==> config.mk <==
export PLATFORM = sky130hd
export DESIGN_NAME = playfield_renderer_flat
export DESIGN_NICKNAME = d
export VERILOG_FILES = /design/src/rtl/playfield_renderer_pkg.sv /design/src/rtl/playfield_renderer_if.sv /design/src/rtl/playfield_renderer_vga_timing.sv /design/src/rtl/playfield_renderer.sv /design/src/flat_wrapper.sv
export SDC_FILE = /design/constraint.sdc
export NUM_CORES = 1
export LEC_CHECK = 0
export CAP_MARGIN = 15
export CORE_MARGIN = 2
export CORE_UTILIZATION = 50
export CTS_BUF_LIST = sky130_fd_sc_hd__clkbuf_4 sky130_fd_sc_hd__clkbuf_8
export DETAILED_ROUTE_END_ITERATION = 7
export PLACE_DENSITY = 0.76
export SYNTH_ARGS = -nofsm -noshare
export SYNTH_HDL_FRONTEND = slang
export SYNTH_HIERARCHICAL = 1
export SYNTH_SLANG_ARGS = --single-unit
export TNS_END_PERCENT = 1
==> constraint.sdc <==
create_clock -name clk -period 1.83 [get_ports clk]
set_input_delay 0.4575 -clock clk [delete_from_list [all_inputs] [get_ports clk]]
set_output_delay 0.4575 -clock clk [all_outputs]
set_load 0.01 [all_outputs]
==> src/rtl/playfield_renderer_pkg.sv <==
// rtl/playfield_renderer_pkg.sv - VGA 640x480 timing constants, colour types and palette
package playfield_renderer_pkg;

  typedef logic [2:0]  color_code_t;
  typedef logic [11:0] rgb_t;

  localparam logic [9:0] H_VISIBLE    = 10'd640;
  localparam logic [9:0] H_FP         = 10'd16;
  localparam logic [9:0] H_SYNC       = 10'd96;
  localparam logic [9:0] H_BP         = 10'd48;
  localparam logic [9:0] H_TOTAL      = H_VISIBLE + H_FP + H_SYNC + H_BP;
  localparam logic [9:0] H_SYNC_START = H_VISIBLE + H_FP;
  localparam logic [9:0] H_SYNC_END   = H_SYNC_START + H_SYNC;

  localparam logic [9:0] V_VISIBLE    = 10'd480;
  localparam logic [9:0] V_FP         = 10'd10;
  localparam logic [9:0] V_SYNC       = 10'd2;
  localparam logic [9:0] V_BP         = 10'd33;
  localparam logic [9:0] V_TOTAL      = V_VISIBLE + V_FP + V_SYNC + V_BP;
  localparam logic [9:0] V_SYNC_START = V_VISIBLE + V_FP;
  localparam logic [9:0] V_SYNC_END   = V_SYNC_START + V_SYNC;

  localparam rgb_t RGB_BLANK      = 12'h000;
  localparam rgb_t RGB_BACKGROUND = 12'h333;
  localparam rgb_t RGB_GRID       = 12'h111;

  localparam rgb_t PAL_BLACK   = 12'h000;
  localparam rgb_t PAL_RED     = 12'hF00;
  localparam rgb_t PAL_GREEN   = 12'h0F0;
  localparam rgb_t PAL_BLUE    = 12'h00F;
  localparam rgb_t PAL_YELLOW  = 12'hFF0;
  localparam rgb_t PAL_MAGENTA = 12'hF0F;
  localparam rgb_t PAL_CYAN    = 12'h0FF;
  localparam rgb_t PAL_ORANGE  = 12'hF80;

  function automatic rgb_t palette(color_code_t code);
    case (code)
      3'd0:    return PAL_BLACK;
      3'd1:    return PAL_RED;
      3'd2:    return PAL_GREEN;
      3'd3:    return PAL_BLUE;
      3'd4:    return PAL_YELLOW;
      3'd5:    return PAL_MAGENTA;
      3'd6:    return PAL_CYAN;
      default: return PAL_ORANGE;
    endcase
  endfunction

endpackage

==> src/rtl/playfield_renderer_if.sv <==
// rtl/playfield_renderer_if.sv - playfield memory read port and video outputs
interface playfield_renderer_if;
  import playfield_renderer_pkg::*;

  logic [4:0]  vaddr;
  logic [4:0]  haddr;
  color_code_t memval;
  logic        hsync;
  logic        vsync;
  rgb_t        rgb;
  logic        frame_tick;

  modport master (output vaddr, haddr, hsync, vsync, rgb, frame_tick, input memval);
  modport slave  (input vaddr, haddr, hsync, vsync, rgb, frame_tick, output memval);
endinterface

==> src/rtl/playfield_renderer_vga_timing.sv <==
// rtl/playfield_renderer_vga_timing.sv - 800x525 pixel/line counters with raw sync and visible decode
module vga_timing
  import playfield_renderer_pkg::*;
(
  input  logic       clk,
  input  logic       reset,
  output logic [9:0] hcount,
  output logic [9:0] vcount,
  output logic       visible,
  output logic       hsync_raw,
  output logic       vsync_raw
);

  always_ff @(posedge clk or negedge reset) begin
    if (!reset) begin
      hcount <= '0;
      vcount <= '0;
    end else if (hcount == H_TOTAL - 10'd1) begin
      hcount <= '0;
      vcount <= (vcount == V_TOTAL - 10'd1) ? '0 : vcount + 10'd1;
    end else begin
      hcount <= hcount + 10'd1;
    end
  end

  assign visible   = (hcount < H_VISIBLE) && (vcount < V_VISIBLE);
  assign hsync_raw = !((hcount >= H_SYNC_START) && (hcount < H_SYNC_END));
  assign vsync_raw = !((vcount >= V_SYNC_START) && (vcount < V_SYNC_END));

endmodule

==> src/rtl/playfield_renderer.sv <==
// rtl/playfield_renderer.sv - maps VGA pixels onto playfield cells and colours them, 2-stage pipeline
// Optional GRID_LINES_EN draws cell-local row/column 0 in the grid colour.
module playfield_renderer
  import playfield_renderer_pkg::*;
#(
  parameter int BLOCKS_VERTICAL   = 20,
  parameter int BLOCKS_HORIZONTAL = 10,
  parameter int CELL_SIZE         = 16,
  parameter int ORIGIN_X          = 240,
  parameter int ORIGIN_Y          = 80
) (
  input logic                  clk,
  input logic                  reset,
  playfield_renderer_if.master bus
);

  localparam int          CELL_SHIFT = $clog2(CELL_SIZE);
  localparam logic [10:0] ORG_X      = 11'(ORIGIN_X);
  localparam logic [10:0] ORG_Y      = 11'(ORIGIN_Y);
  localparam logic [10:0] FIELD_W    = 11'(BLOCKS_HORIZONTAL * CELL_SIZE);
  localparam logic [10:0] FIELD_H    = 11'(BLOCKS_VERTICAL * CELL_SIZE);

  logic [9:0]  hcount, vcount;
  logic        visible, hsync_raw, vsync_raw;
  logic [10:0] x, y;
  logic        in_field;

  vga_timing u_timing (
    .clk       (clk),
    .reset     (reset),
    .hcount    (hcount),
    .vcount    (vcount),
    .visible   (visible),
    .hsync_raw (hsync_raw),
    .vsync_raw (vsync_raw)
  );

  // Unsigned 11-bit offsets: left/above the origin wraps to a large value and fails the bound check.
  assign x        = {1'b0, hcount} - ORG_X;
  assign y        = {1'b0, vcount} - ORG_Y;
  assign in_field = visible && (x < FIELD_W) && (y < FIELD_H);

  logic [4:0] vaddr_q, haddr_q;
  logic       visible_q, in_field_q, hsync_q, vsync_q, tick_q;
`ifdef GRID_LINES_EN
  logic       edge_q;
`endif

  always_ff @(posedge clk or negedge reset) begin
    if (!reset) begin
      vaddr_q    <= '0;
      haddr_q    <= '0;
      visible_q  <= 1'b0;
      in_field_q <= 1'b0;
      hsync_q    <= 1'b1;
      vsync_q    <= 1'b1;
      tick_q     <= 1'b0;
`ifdef GRID_LINES_EN
      edge_q     <= 1'b0;
`endif
    end else begin
      vaddr_q    <= in_field ? 5'(y >> CELL_SHIFT) : '0;
      haddr_q    <= in_field ? 5'(x >> CELL_SHIFT) : '0;
      visible_q  <= visible;
      in_field_q <= in_field;
      hsync_q    <= hsync_raw;
      vsync_q    <= vsync_raw;
      tick_q     <= (hcount == 10'd0) && (vcount == V_VISIBLE);
`ifdef GRID_LINES_EN
      edge_q     <= (x[CELL_SHIFT-1:0] == '0) || (y[CELL_SHIFT-1:0] == '0);
`endif
    end
  end

  rgb_t rgb_q;
  logic hsync_o, vsync_o, tick_o;

  // memval answers the address registered above, so colour lands in the same stage as the syncs.
  always_ff @(posedge clk or negedge reset) begin
    if (!reset) begin
      rgb_q   <= RGB_BLANK;
      hsync_o <= 1'b1;
      vsync_o <= 1'b1;
      tick_o  <= 1'b0;
    end else begin
      hsync_o <= hsync_q;
      vsync_o <= vsync_q;
      tick_o  <= tick_q;
      if (!visible_q)
        rgb_q <= RGB_BLANK;
      else if (!in_field_q)
        rgb_q <= RGB_BACKGROUND;
`ifdef GRID_LINES_EN
      else if (edge_q)
        rgb_q <= RGB_GRID;
`endif
      else
        rgb_q <= palette(bus.memval);
    end
  end

  assign bus.vaddr      = vaddr_q;
  assign bus.haddr      = haddr_q;
  assign bus.rgb        = rgb_q;
  assign bus.hsync      = hsync_o;
  assign bus.vsync      = vsync_o;
  assign bus.frame_tick = tick_o;

endmodule

==> src/flat_wrapper.sv <==
// flat-port wrapper written by rule: the top's interface ports become plain ports
module playfield_renderer_flat import playfield_renderer_pkg::*;
#(
  parameter int BLOCKS_VERTICAL   = 20,
  parameter int BLOCKS_HORIZONTAL = 10,
  parameter int CELL_SIZE         = 16,
  parameter int ORIGIN_X          = 240,
  parameter int ORIGIN_Y          = 80
)
  (clk, reset, bus_vaddr, bus_haddr, bus_hsync, bus_vsync, bus_rgb, bus_frame_tick, bus_memval);
  playfield_renderer_if bus_i ();
  input logic clk;
  input logic reset;
  output wire logic [$bits(bus_i.vaddr)-1:0] bus_vaddr;
  output wire logic [$bits(bus_i.haddr)-1:0] bus_haddr;
  output wire logic [$bits(bus_i.hsync)-1:0] bus_hsync;
  output wire logic [$bits(bus_i.vsync)-1:0] bus_vsync;
  output wire logic [$bits(bus_i.rgb)-1:0] bus_rgb;
  output wire logic [$bits(bus_i.frame_tick)-1:0] bus_frame_tick;
  input wire logic [$bits(bus_i.memval)-1:0] bus_memval;
  assign bus_vaddr = bus_i.vaddr;
  assign bus_haddr = bus_i.haddr;
  assign bus_hsync = bus_i.hsync;
  assign bus_vsync = bus_i.vsync;
  assign bus_rgb = bus_i.rgb;
  assign bus_frame_tick = bus_i.frame_tick;
  assign bus_i.memval = bus_memval;
  playfield_renderer #(.BLOCKS_VERTICAL(BLOCKS_VERTICAL), .BLOCKS_HORIZONTAL(BLOCKS_HORIZONTAL), .CELL_SIZE(CELL_SIZE), .ORIGIN_X(ORIGIN_X), .ORIGIN_Y(ORIGIN_Y)) u_core (.clk(clk), .reset(reset), .bus(bus_i));
endmodule
==> results_dict.tcl, run 1 <==
set metrics [dict create \
    cts-root-buf "clkbuf_8" \
    fmax_ghz 0.5358 \
    critPathTopFamily "compound AO/OA/AOI/OAI gates" \
    dpl.hpwl_mm 3.163 \
    period_share_pct 102.0 \
    path_class "register to register" \
    nNetsFinal 285 \
    avgRoutedWirePerCell_um 15.63 \
    crit_buf_inv 3 \
    synth-edff-count 0 \
    hp-class "primary input to async pin" \
    die_x_um 71.40 \
    clockPowerShare_pct 43.0 \
    grt-ovfl-total 0 \
    grt_pass1_wl_mm 7.693 \
    syn_nets 232 \
    switching_share_pct 19.50 \
    status "finished, violations left" \
    core_mm2 0.004354 \
    drv_slew 0 \
    start_util_pct 52.16 \
    rows 24 \
    syn_inst 219 \
    port_buffers 29 \
    worstSetupEndpointType "register" \
    grt_max_degree 31 \
    internal-power_uw 1471 \
    worst_pin_slew_ns 0.5101 \
    die_y_um 71.40 \
    cts_max_level 2 \
    p_switching_uw 356.4 \
    place_ws_ns -0.04656 \
    gp_congestion 0.8467 \
    grt_antenna_before_repair 0 \
    vias 1840 \
    clock_skew_ns 0.008504 \
    wirelength_mm 5.079 \
    leakage_uw 0.001295 \
    synth.avg_cell_area_um2 10.37 \
    dp_cells 311 \
    grt_pass1_vias 1660 \
    startpoint_type "register" \
    cp_max_fo 5 \
    synth_xor_area_share_pct 6.556 \
    antennaDiodeCount 0 \
    hold_violations 0 \
    rsz0062_at_grt "true" \
    cts_buffer_depth 2 \
    placed_area_mm2 0.002730 \
    clk_pin_slew_ns 0.09 \
    synth-simple-area-share_pct 23.97 \
    crit_slowest_cell "dfrtp_2" \
    final_common_cell "dfrtp_1" \
    yosysSeqAreaShare_pct 49.81 \
    violations "negative setup slack" \
    cts_tree "yes" \
    yosysUniqueCellTypes 48 \
    async_flop_share_pct 100.0 \
    fin_cells 325 \
    pwr-share-comb_pct 2.6 \
    antenna_left 0 \
    total_power_uw 1827 \
    max_stage_delay_ns 0.38 \
    vdd_drop_max_mv 0.4022 \
    synth_compound_area_share_pct 9.697 \
    post-route-cell-area_mm2 0.003067 \
    synthMuxAreaShare_pct 0.4959 \
    synth_adder_area_share_pct 4.408 \
    synth_top_family_by_area "simple AND/OR/NAND/NOR gates" \
    cts_buffers 5 \
    cp.arrival_ns 2.06 \
    drc 0 \
    initialDrtViolationCount 96 \
    drive_gt1_share_pct 26.74 \
    final_cell_mix "dfrtp_1 (37), clkdlybuf4s50_1 (26), buf_4 (25)" \
    fin_ws_ns -0.03633 \
    critPathRequiredTime_ns 2.03 \
    cts.sinks 45 \
    clock_latency_ns 0.30 \
    seqPwrFrac_pct 54.4 \
    syn_to_final_growth_pct 35.04 \
    r2r_slack_ns -0.04 \
    setup_violations 1 \
    slew-limit-headroom_pct 65.76 \
    drv_cap 0 \
    fin_crit_ns 1.866 \
    dieArea_mm2 0.005097 \
    avgViaCountPerCell 5.662 \
    path_cells "inv_2, ha_4, nand2b_4, o41ai_4, buf_4, o2111ai_4, buf_6, nor4_4" \
    drt-pass1-iter-count 4 \
    ys_seq_elements 45 \
    power.density_mw_per_mm2 595.9 \
    pin_count 30 \
    synth_ff_type "dfrtp_1" \
    yosysWarningCount 6 \
    netlist_area_mm2 0.002271 \
    timing.hold.ws_ns 0.07502 \
    gr-usage-all-layers_pct 19.19 \
]
==> metrics by stage <==
step                      utilization [%]  setup TNS, ns
after floorplan                         -       -0.08305
after global placement              62.70              0
after detailed placement            62.70        -0.1201
after CTS                           66.87        -0.1165
after global routing                70.43        -0.5316
final                               70.43       -0.03633
==> cells in the mapped netlist (2+ instances only) <==
master / instances / area [µm²]
nand3_1: 16 / 80.08
inv_1: 10 / 37.54
nand2_1: 13 / 48.80
dfstp_2: 4 / 105.1
o21a_1: 2 / 15.01
nand2b_1: 4 / 25.02
o21ai_0: 9 / 45.04
buf_4: 5 / 37.54
nor3_1: 6 / 30.03
a21boi_0: 4 / 30.03
or3_1: 2 / 12.51
xnor2_1: 8 / 70.07
nand4_1: 8 / 50.05
a31oi_1: 3 / 18.77
nor2b_1: 2 / 12.51
ha_1: 8 / 100.1
buf_2: 5 / 25.02
nor2_1: 14 / 52.55
nor4_1: 10 / 62.56
nor4b_1: 4 / 35.03
dfrtp_1: 41 / 1026
xor2_1: 9 / 78.83
a21oi_1: 6 / 30.03
and2_1: 2 / 12.51
==> layer usage <==
metal | up-vias | share of wire (%) | track usage [%]
met5 | - | 0 | 0
met4 | 0 | 2.0 | 6.709
met3 | 10 | 4.1 | 4.219
met2 | 47 | 50 | 31.17
met1 | 897 | 43 | 25.51
li1 | 886 | - | -
==> kinds of logic (layout without fill, tap and decap cells) <==
kind of cell	Yosys count	count (layout)
and+or+nand+nor	95	95
DFF	45	45
AOI/OAI and AO/OA	31	32
buffers and inverters	21	74
xor gates and xnor gates	17	17
adders and majority gates	8	8
other	1	1
muxes	1	1
==> path summary, 6_finish.rpt <==
kind | start | to | cells after the start
worst max-delay path | u_core/u_timing/vcount[4]$_DFFE_PN0N_ | u_core/bus.vaddr[4]$_DFF_PN0_ | 8
worst min-delay path | reset | u_core/u_timing/hcount[8]$_DFF_PN0_ | 1
worst max register to register | u_core/u_timing/vcount[4]$_DFFE_PN0N_ | u_core/bus.vaddr[4]$_DFF_PN0_ | 8
worst min register to register | u_core/tick_q$_DFF_PN0_ | u_core/bus.frame_tick$_DFF_PN0_ | 0
max in group asynchronous | reset | u_core/bus.vsync$_DFF_PN1_ | 2
min in group clk | u_core/tick_q$_DFF_PN0_ | u_core/bus.frame_tick$_DFF_PN0_ | 0
==> state kept, by name, indices dropped and copies added, names as in the netlist <==
| signal | cells |
|---|---|
| u_core/u_timing/hcount | 10 |
| u_core/u_timing/vcount | 10 |
| u_core/bus.rgb | 7 |
| u_core/bus.haddr | 5 |
| u_core/bus.vaddr | 5 |
| u_core/bus.frame_tick | 1 |
| u_core/bus.hsync | 1 |
| u_core/bus.vsync | 1 |
| u_core/hsync_q | 1 |
| u_core/in_field_q | 1 |
| u_core/tick_q | 1 |
| u_core/visible_q | 1 |
| u_core/vsync_q | 1 |
==> power by group through the flow <==
| stage | registers, µW | logic, µW | clock network (µW) |
|---|---|---|---|
| 2_1_floorplan | 1020 | 8.41 | 0 |
| 3_3_place_gp | 1010 | 46.7 | 0 |
| 3_5_place_dp | 1010 | 48.1 | 0 |
| 4_1_cts | 995 | 48.2 | 803 |
| 5_1_grt | 995 | 54.9 | 845 |
| 6_report | 995 | 47.3 | 785 |
==> worst reg2reg max path, delay by kind of cell (launching register included) <==
| kind | cells | cell delay [ns] |
|---|---|---|
| AO/OA/AOI/OAI | 2 | 0.51 |
| adder cells (fa/ha/maj) | 1 | 0.16 |
| buffers and inverters | 3 | 0.43 |
| flip-flops | 1 | 0.38 |
| AND/OR/NAND/NOR | 2 | 0.30 |
==> layout make-up <==
class | count | area (µm²)
Clock buffer | 7 | 90.09
Multi-Input combinational cell | 154 | 1199
Inverter | 10 | 37.54
Sequential cell | 45 | 1136
Timing Repair Buffer | 56 | 509.2
Fill cell | 321 | 1287
Tap cell | 52 | 65.06
Clock inverter | 1 | 30.03
==> timing repair <==
action                     4_1_cts  5_1_grt
pin swaps                        3        6
gates resized for setup          8       23
cloned                           1        0
setup endpoints to repair        9       17
hold buffers                     0        0
setup buffers                    0        5
Note: power is estimated with default switching activity, not from simulation.
==> inputs of run 2 (changes only) <==
--- a/config.mk
+++ b/config.mk
@@ -11,6 +11,7 @@
 export CTS_BUF_LIST = sky130_fd_sc_hd__clkbuf_4 sky130_fd_sc_hd__clkbuf_8
 export DETAILED_ROUTE_END_ITERATION = 7
 export PLACE_DENSITY = 0.76
+export SKIP_LAST_GASP = 1
 export SYNTH_ARGS = -nofsm -noshare
 export SYNTH_HDL_FRONTEND = slang
 export SYNTH_HIERARCHICAL = 1
==> results_dict.tcl, run 2 (synthesis results as in run 1) <==
set metrics [dict create \
    status "finished, violations left" \
    violations "negative setup slack" \
    p_switching_uw 352.8 \
    wirelength_mm 5.084 \
    core_mm2 0.004354 \
    fin_tns_setup_ns -0.1020 \
    avgViaCountPerCell 5.628 \
    initialDrtViolationCount 90 \
    switching_share_pct 19.34 \
    path_cells "inv_2, ha_4, nand2b_4, o41ai_4, buf_4, o2111ai_4, nor4_2" \
    drv_cap 0 \
    drv_slew 0 \
    antenna_left 0 \
    drc 0 \
    worst_pin_slew_ns 0.5641 \
    fill_cells 327 \
    max_stage_delay_ns 0.38 \
    clock_skew_ns 0.006375 \
    fmax_ghz 0.5354 \
    critPathRequiredTime_ns 2.03 \
    r2r-start "u_core/u_timing/vcount[4]$_DFFE_PN0N_" \
    cts_tree "yes" \
    slew-limit-headroom_pct 62.14 \
    power.density_mw_per_mm2 600.1 \
    cts_buffers 5 \
    r2r_slack_ns -0.04 \
    hp-class "primary input to async pin" \
    start_util_pct 52.16 \
    dieArea_mm2 0.005097 \
    vias 1829 \
    seqPwrFrac_pct 54.6 \
    rsz0062_at_grt "true" \
    clock_latency_ns 0.30 \
    antennaDiodeCount 0 \
    crit_slowest_cell "dfrtp_2" \
    final_common_cell "dfrtp_1" \
    grt_pass1_wl_mm 7.603 \
    drt-pass1-iter-count 4 \
    clk_pin_slew_ns 0.08 \
    port_buffers 29 \
    fin_cells 325 \
    drive_gt1_share_pct 26.01 \
    hold_violations 0 \
    grt_antenna_before_repair 0 \
    cts_buffer_depth 2 \
    cts-root-buf "clkbuf_8" \
    worstRegToRegCells 7 \
    avgRoutedWirePerCell_um 15.64 \
    die_y_um 71.40 \
    internal-power_uw 1471 \
    holdBufCountCts 0 \
    cp.arrival_ns 2.07 \
    fin_crit_ns 1.868 \
    gp_congestion 0.8467 \
    rows 24 \
    gr-usage-all-layers_pct 18.92 \
    cp_max_fo 5 \
    setup_violations 5 \
    worstSetupEndpointType "register" \
    syn_to_final_growth_pct 33.83 \
    dp_cells 311 \
    crit_start "u_core/u_timing/vcount[4]$_DFFE_PN0N_" \
    dpl.hpwl_mm 3.163 \
    place_ws_ns -0.04656 \
    pin_count 30 \
    cts_max_level 2 \
    cts.sinks 45 \
    grt_max_degree 31 \
    pwr-share-comb_pct 2.6 \
    leakage_uw 0.001282 \
    grt_pass1_vias 1674 \
    path_class "register to register" \
    grt-ovfl-total 0 \
    die_x_um 71.40 \
    nNetsFinal 285 \
    fin_ws_ns -0.03773 \
    clockPowerShare_pct 42.8 \
    startpoint_type "register" \
    vdd_drop_max_mv 0.4071 \
    final_cell_mix "dfrtp_1 (37), clkdlybuf4s50_1 (28), buf_4 (25)" \
    period_share_pct 102.1 \
    r2r-end "u_core/bus.vaddr[3]$_DFF_PN0_" \
]
-- run 2: changes by cell type in the layout (fill, tap and decap cells not counted), sizes merged --
cell,delta
clkdlybuf4s50,+2
dlymetal6s2s,-2
-- run 2: per-stage QoR --
| stage | area [µm²] | hold WS, ns | utilization (%) | total power [µW] |
|---|---|---|---|---|
| 2_1_floorplan | 2276 | 0.1619 | - | 1024 |
| 3_3_place_gp | 2730 | 0.3341 | 62.70 | 1061 |
| 3_5_place_dp | 2730 | 0.3379 | 62.70 | 1063 |
| 4_1_cts | 2895 | 0.07835 | 66.49 | 1846 |
| 5_1_grt | 3039 | 0.1029 | 69.80 | 1892 |
| 6_report | 3039 | 0.07805 | 69.80 | 1824 |
-- run 2: repair_timing --
| action | in CTS | in global routing |
|---|---|---|
| setup endpoints to repair | 9 | 19 |
| gates resized for setup | 6 | 20 |
| pin swaps | 1 | 6 |
| cloned | 1 | 0 |
| setup buffers | 0 | 5 |
-- run 2: worst max-delay path by stage --
stage,to,slack (ns),cells past startpoint
finish,u_core/bus.vaddr[3]$_DFF_PN0_,-0.04,7
global route,u_core/bus.vaddr[3]$_DFF_PN0_,-0.17,7
CTS,u_core/bus.vaddr[3]$_DFF_PN0_,-0.05,6
detailed placement,u_core/bus.haddr[3]$_DFF_PN0_,-0.05,6
global placement,u_core/u_timing/vcount[3]$_DFFE_PN0N_,0.02,4
floorplan,u_core/u_timing/vcount[3]$_DFFE_PN0N_,-0.04,5
-- run 2: final cells by class --
cell class | count | area, µm² | share of cell area [%]
multi-input cells | 154 | 1176 | 38.70
repair buffers | 56 | 504.2 | 16.59
clock buffers | 7 | 90.09 | 2.964
well taps | 52 | 65.06 | 2.141
inverters | 10 | 37.54 | 1.235
flip-flops and latches | 45 | 1136 | 37.38
clock inverters | 1 | 30.03 | 0.9881
-- run 2: worst max-delay path, delay by kind of cell, from the launching register on --
kind                     cells  cell delay [ns]
buffers and inverters        2             0.26
AND/OR/NAND/NOR              2             0.47
flip-flops                   1             0.38
AO/OA/AOI/OAI                2             0.52
adder cells (fa/ha/maj)      1             0.16
-- run 2: power by group through the flow --
stage / Sequential (µW) / Clock (µW) / Combinational [µW]
5_1_grt: 995 / 842 / 54.7
2_1_floorplan: 1020 / 0 / 8.41
6_report: 995 / 781 / 47.5
3_3_place_gp: 1010 / 0 / 46.7
4_1_cts: 995 / 803 / 48.2
3_5_place_dp: 1010 / 0 / 48.1
-- run 2: layer usage --
layer | track usage [%] | vias up | share of wire, %
li1 | - | 889 | -
met1 | 24.86 | 891 | 44
met2 | 30.66 | 41 | 50
met3 | 4.219 | 8 | 3.7
met4 | 7.338 | 0 | 1.5
met5 | 0 | - | 0
==> inputs of run 3 (changes only) <==
--- a/config.mk
+++ b/config.mk
@@ -5,8 +5,9 @@
 export SDC_FILE = /design/constraint.sdc
 export NUM_CORES = 1
 export LEC_CHECK = 0
+export ABC_AREA = 1
 export CAP_MARGIN = 15
-export CORE_MARGIN = 2
+export CORE_MARGIN = 3
 export CORE_UTILIZATION = 50
 export CTS_BUF_LIST = sky130_fd_sc_hd__clkbuf_4 sky130_fd_sc_hd__clkbuf_8
 export DETAILED_ROUTE_END_ITERATION = 7
==> results_dict.tcl, run 3 <==
set metrics [dict create \
    switching_share_pct 22.80 \
    fmax_ghz 0.5539 \
    drv_cap 0 \
    cts-root-buf "clkbuf_8" \
    max_stage_delay_ns 0.53 \
    cp.arrival_ns 1.35 \
    port_buffers 29 \
    yosysWarningCount 6 \
    yosysTopAreaCell "dfrtp_1" \
    dpl.hpwl_mm 3.135 \
    period_share_pct 98.65 \
    die_y_um 74.39 \
    cts_buffers 5 \
    startpoint_type "register" \
    final_cell_mix "nand2_1 (66), inv_1 (41), dfrtp_1 (41)" \
    initialDrtViolationCount 124 \
    crit_buf_inv 1 \
    async_flop_share_pct 100.0 \
    ys_seq_elements 45 \
    critPathTopFamily "flip-flops" \
    clock_skew_ns 0.006536 \
    syn_inst 285 \
    seqPwrFrac_pct 60.1 \
    crit_slowest_cell "dfstp_2" \
    rsz0062_at_grt "true" \
    drt-pass1-iter-count 4 \
    hp-class "primary input to async pin" \
    grt_pass1_wl_mm 7.431 \
    grt_antenna_before_repair 0 \
    post-route-cell-area_mm2 0.002803 \
    clk_pin_slew_ns 0.09 \
    holdBufCountCts 0 \
    worstSetupEndpointType "primary output" \
    clockPowerShare_pct 37.2 \
    grt_pass1_vias 1793 \
    die_x_um 74.39 \
    core_mm2 0.004444 \
    synth.avg_cell_area_um2 8.205 \
    drive_gt1_share_pct 9.259 \
    clock_latency_ns 0.30 \
    dieArea_mm2 0.005534 \
    cts.sinks 45 \
    grt_max_degree 46 \
    final_common_cell "nand2_1" \
    synth_ff_type "dfrtp_1" \
    syn_to_final_growth_pct 19.85 \
    antenna_left 0 \
    gp_congestion 0.8402 \
    pin_count 30 \
    avgViaCountPerCell 5.090 \
    start_util_pct 52.62 \
    final_util_pct 63.06 \
    vdd_drop_max_mv 0.2864 \
    placed_area_mm2 0.002709 \
    worstRegToRegCells 9 \
    wirelength_mm 4.376 \
    yosysUniqueCellTypes 31 \
    critPathRequiredTime_ns 1.37 \
    pwr-share-comb_pct 2.8 \
    power.density_mw_per_mm2 591.2 \
    p_switching_uw 377.7 \
    setup_violations 0 \
    avgRoutedWirePerCell_um 11.64 \
    cts_tree "yes" \
    nNetsFinal 336 \
    cts_buffer_depth 2 \
    path_cells "clkdlybuf4s50_1" \
    grt-ovfl-total 0 \
    drc 0 \
    netlist_area_mm2 0.002338 \
    cts_max_level 2 \
    fin_crit_ns 1.805 \
    fill_cells 374 \
    yosysSeqAreaShare_pct 48.37 \
    crit_cells 1 \
    yosys.area.top_type_share_pct 43.87 \
    synthTopCellsByArea "dfrtp_1 (44%), nand2_1 (11%), inv_1 (6.6%)" \
    leakage_uw 0.001390 \
    path_class "register to primary output" \
    synth-edff-count 0 \
    status "complete, no violations" \
    hold_violations 0 \
    syn_nets 298 \
    cp_max_fo 1 \
    fin_ws_ns 0.02477 \
    gr-usage-all-layers_pct 17.31 \
    drv_slew 0 \
    internal-power_uw 1279 \
    vias 1914 \
    ys_top_cells_by_count "nand2_1 (66), dfrtp_1 (41), inv_1 (41)" \
    rows 24 \
    synth_most_common_cell "nand2_1" \
    antennaDiodeCount 0 \
    place_ws_ns 0.1447 \
    fin_tns_setup_ns 0 \
    total_power_uw 1657 \
]
[run 3: logic make-up (layout without fill, tap and decap cells)]
kind of cell / after synthesis / in the layout / synth area share (%)
flip-flops: 45 / 45 / 48.37
adder cells (fa/ha/maj): 8 / 8 / 4.281
XOR/XNOR: 8 / 8 / 2.996
other: 1 / 1 / 0.1604
AND/OR/NAND/NOR: 149 / 149 / 29.16
buffers and inverters: 48 / 87 / 8.989
AO/OA/AOI/OAI: 26 / 26 / 6.046
[run 3: metrics by stage]
stage | cells | hold slack, ns
final | 376 | 0.1140
after global routing | 376 | 0.1279
after CTS | 376 | 0.1221
after detailed placement | 368 | 0.3396
after global placement | 368 | 0.3310
after floorplan | 285 | 0.1619
[run 3: timing repair]
item / CTS / global route
setup endpoints to repair: 0 / 2
setup buffers: 0 / 0
gates resized for setup: 0 / 1
[run 3: cell type report]
type,count,area [µm²],share of cell area (%)
sequential,45,1131,40.36
multi-input combinational,192,997.2,35.58
timing repair buffer,37,360.3,12.86
inverter,42,157.7,5.625
clock buffer,5,68.82,2.455
tap,52,65.06,2.321
clock inverter,3,22.52,0.8036
[run 3: final timing paths]
path / start / end / slack (ns)
min in group clk: u_core/vsync_q$_DFF_PN1_ / u_core/bus.vsync$_DFF_PN1_ / 0.36
hold / removal: reset / u_core/bus.haddr[1]$_DFF_PN0_ / 0.11
max in group asynchronous: reset / u_core/vsync_q$_DFF_PN1_ / 1.44
hold reg to reg: u_core/vsync_q$_DFF_PN1_ / u_core/bus.vsync$_DFF_PN1_ / 0.36
setup / recovery: u_core/bus.hsync$_DFF_PN1_ / bus_hsync / 0.02
setup reg to reg: u_core/u_timing/hcount[5]$_DFF_PN0_ / u_core/bus.vaddr[3]$_DFF_PN0_ / 0.14
[run 3: metal layers]
layer  vias to the layer above  share of wire (%)  track usage (%)
met2                        51                 51            31.41
met4                         0                1.4            6.522
met5                         -                  0                0
li1                        971                  -                -
met1                       886                 43            19.42
met3                         6                4.5            4.324
[run 3: power by group through the flow]
stage          clock, µW  sequential, µW  combinational, µW
2_1_floorplan          0            1020               8.23
3_3_place_gp           0            1010               46.8
3_5_place_dp           0            1010               47.7
4_1_cts              643             995               47.9
5_1_grt              679             995               53.3
6_report             616             995               46.1
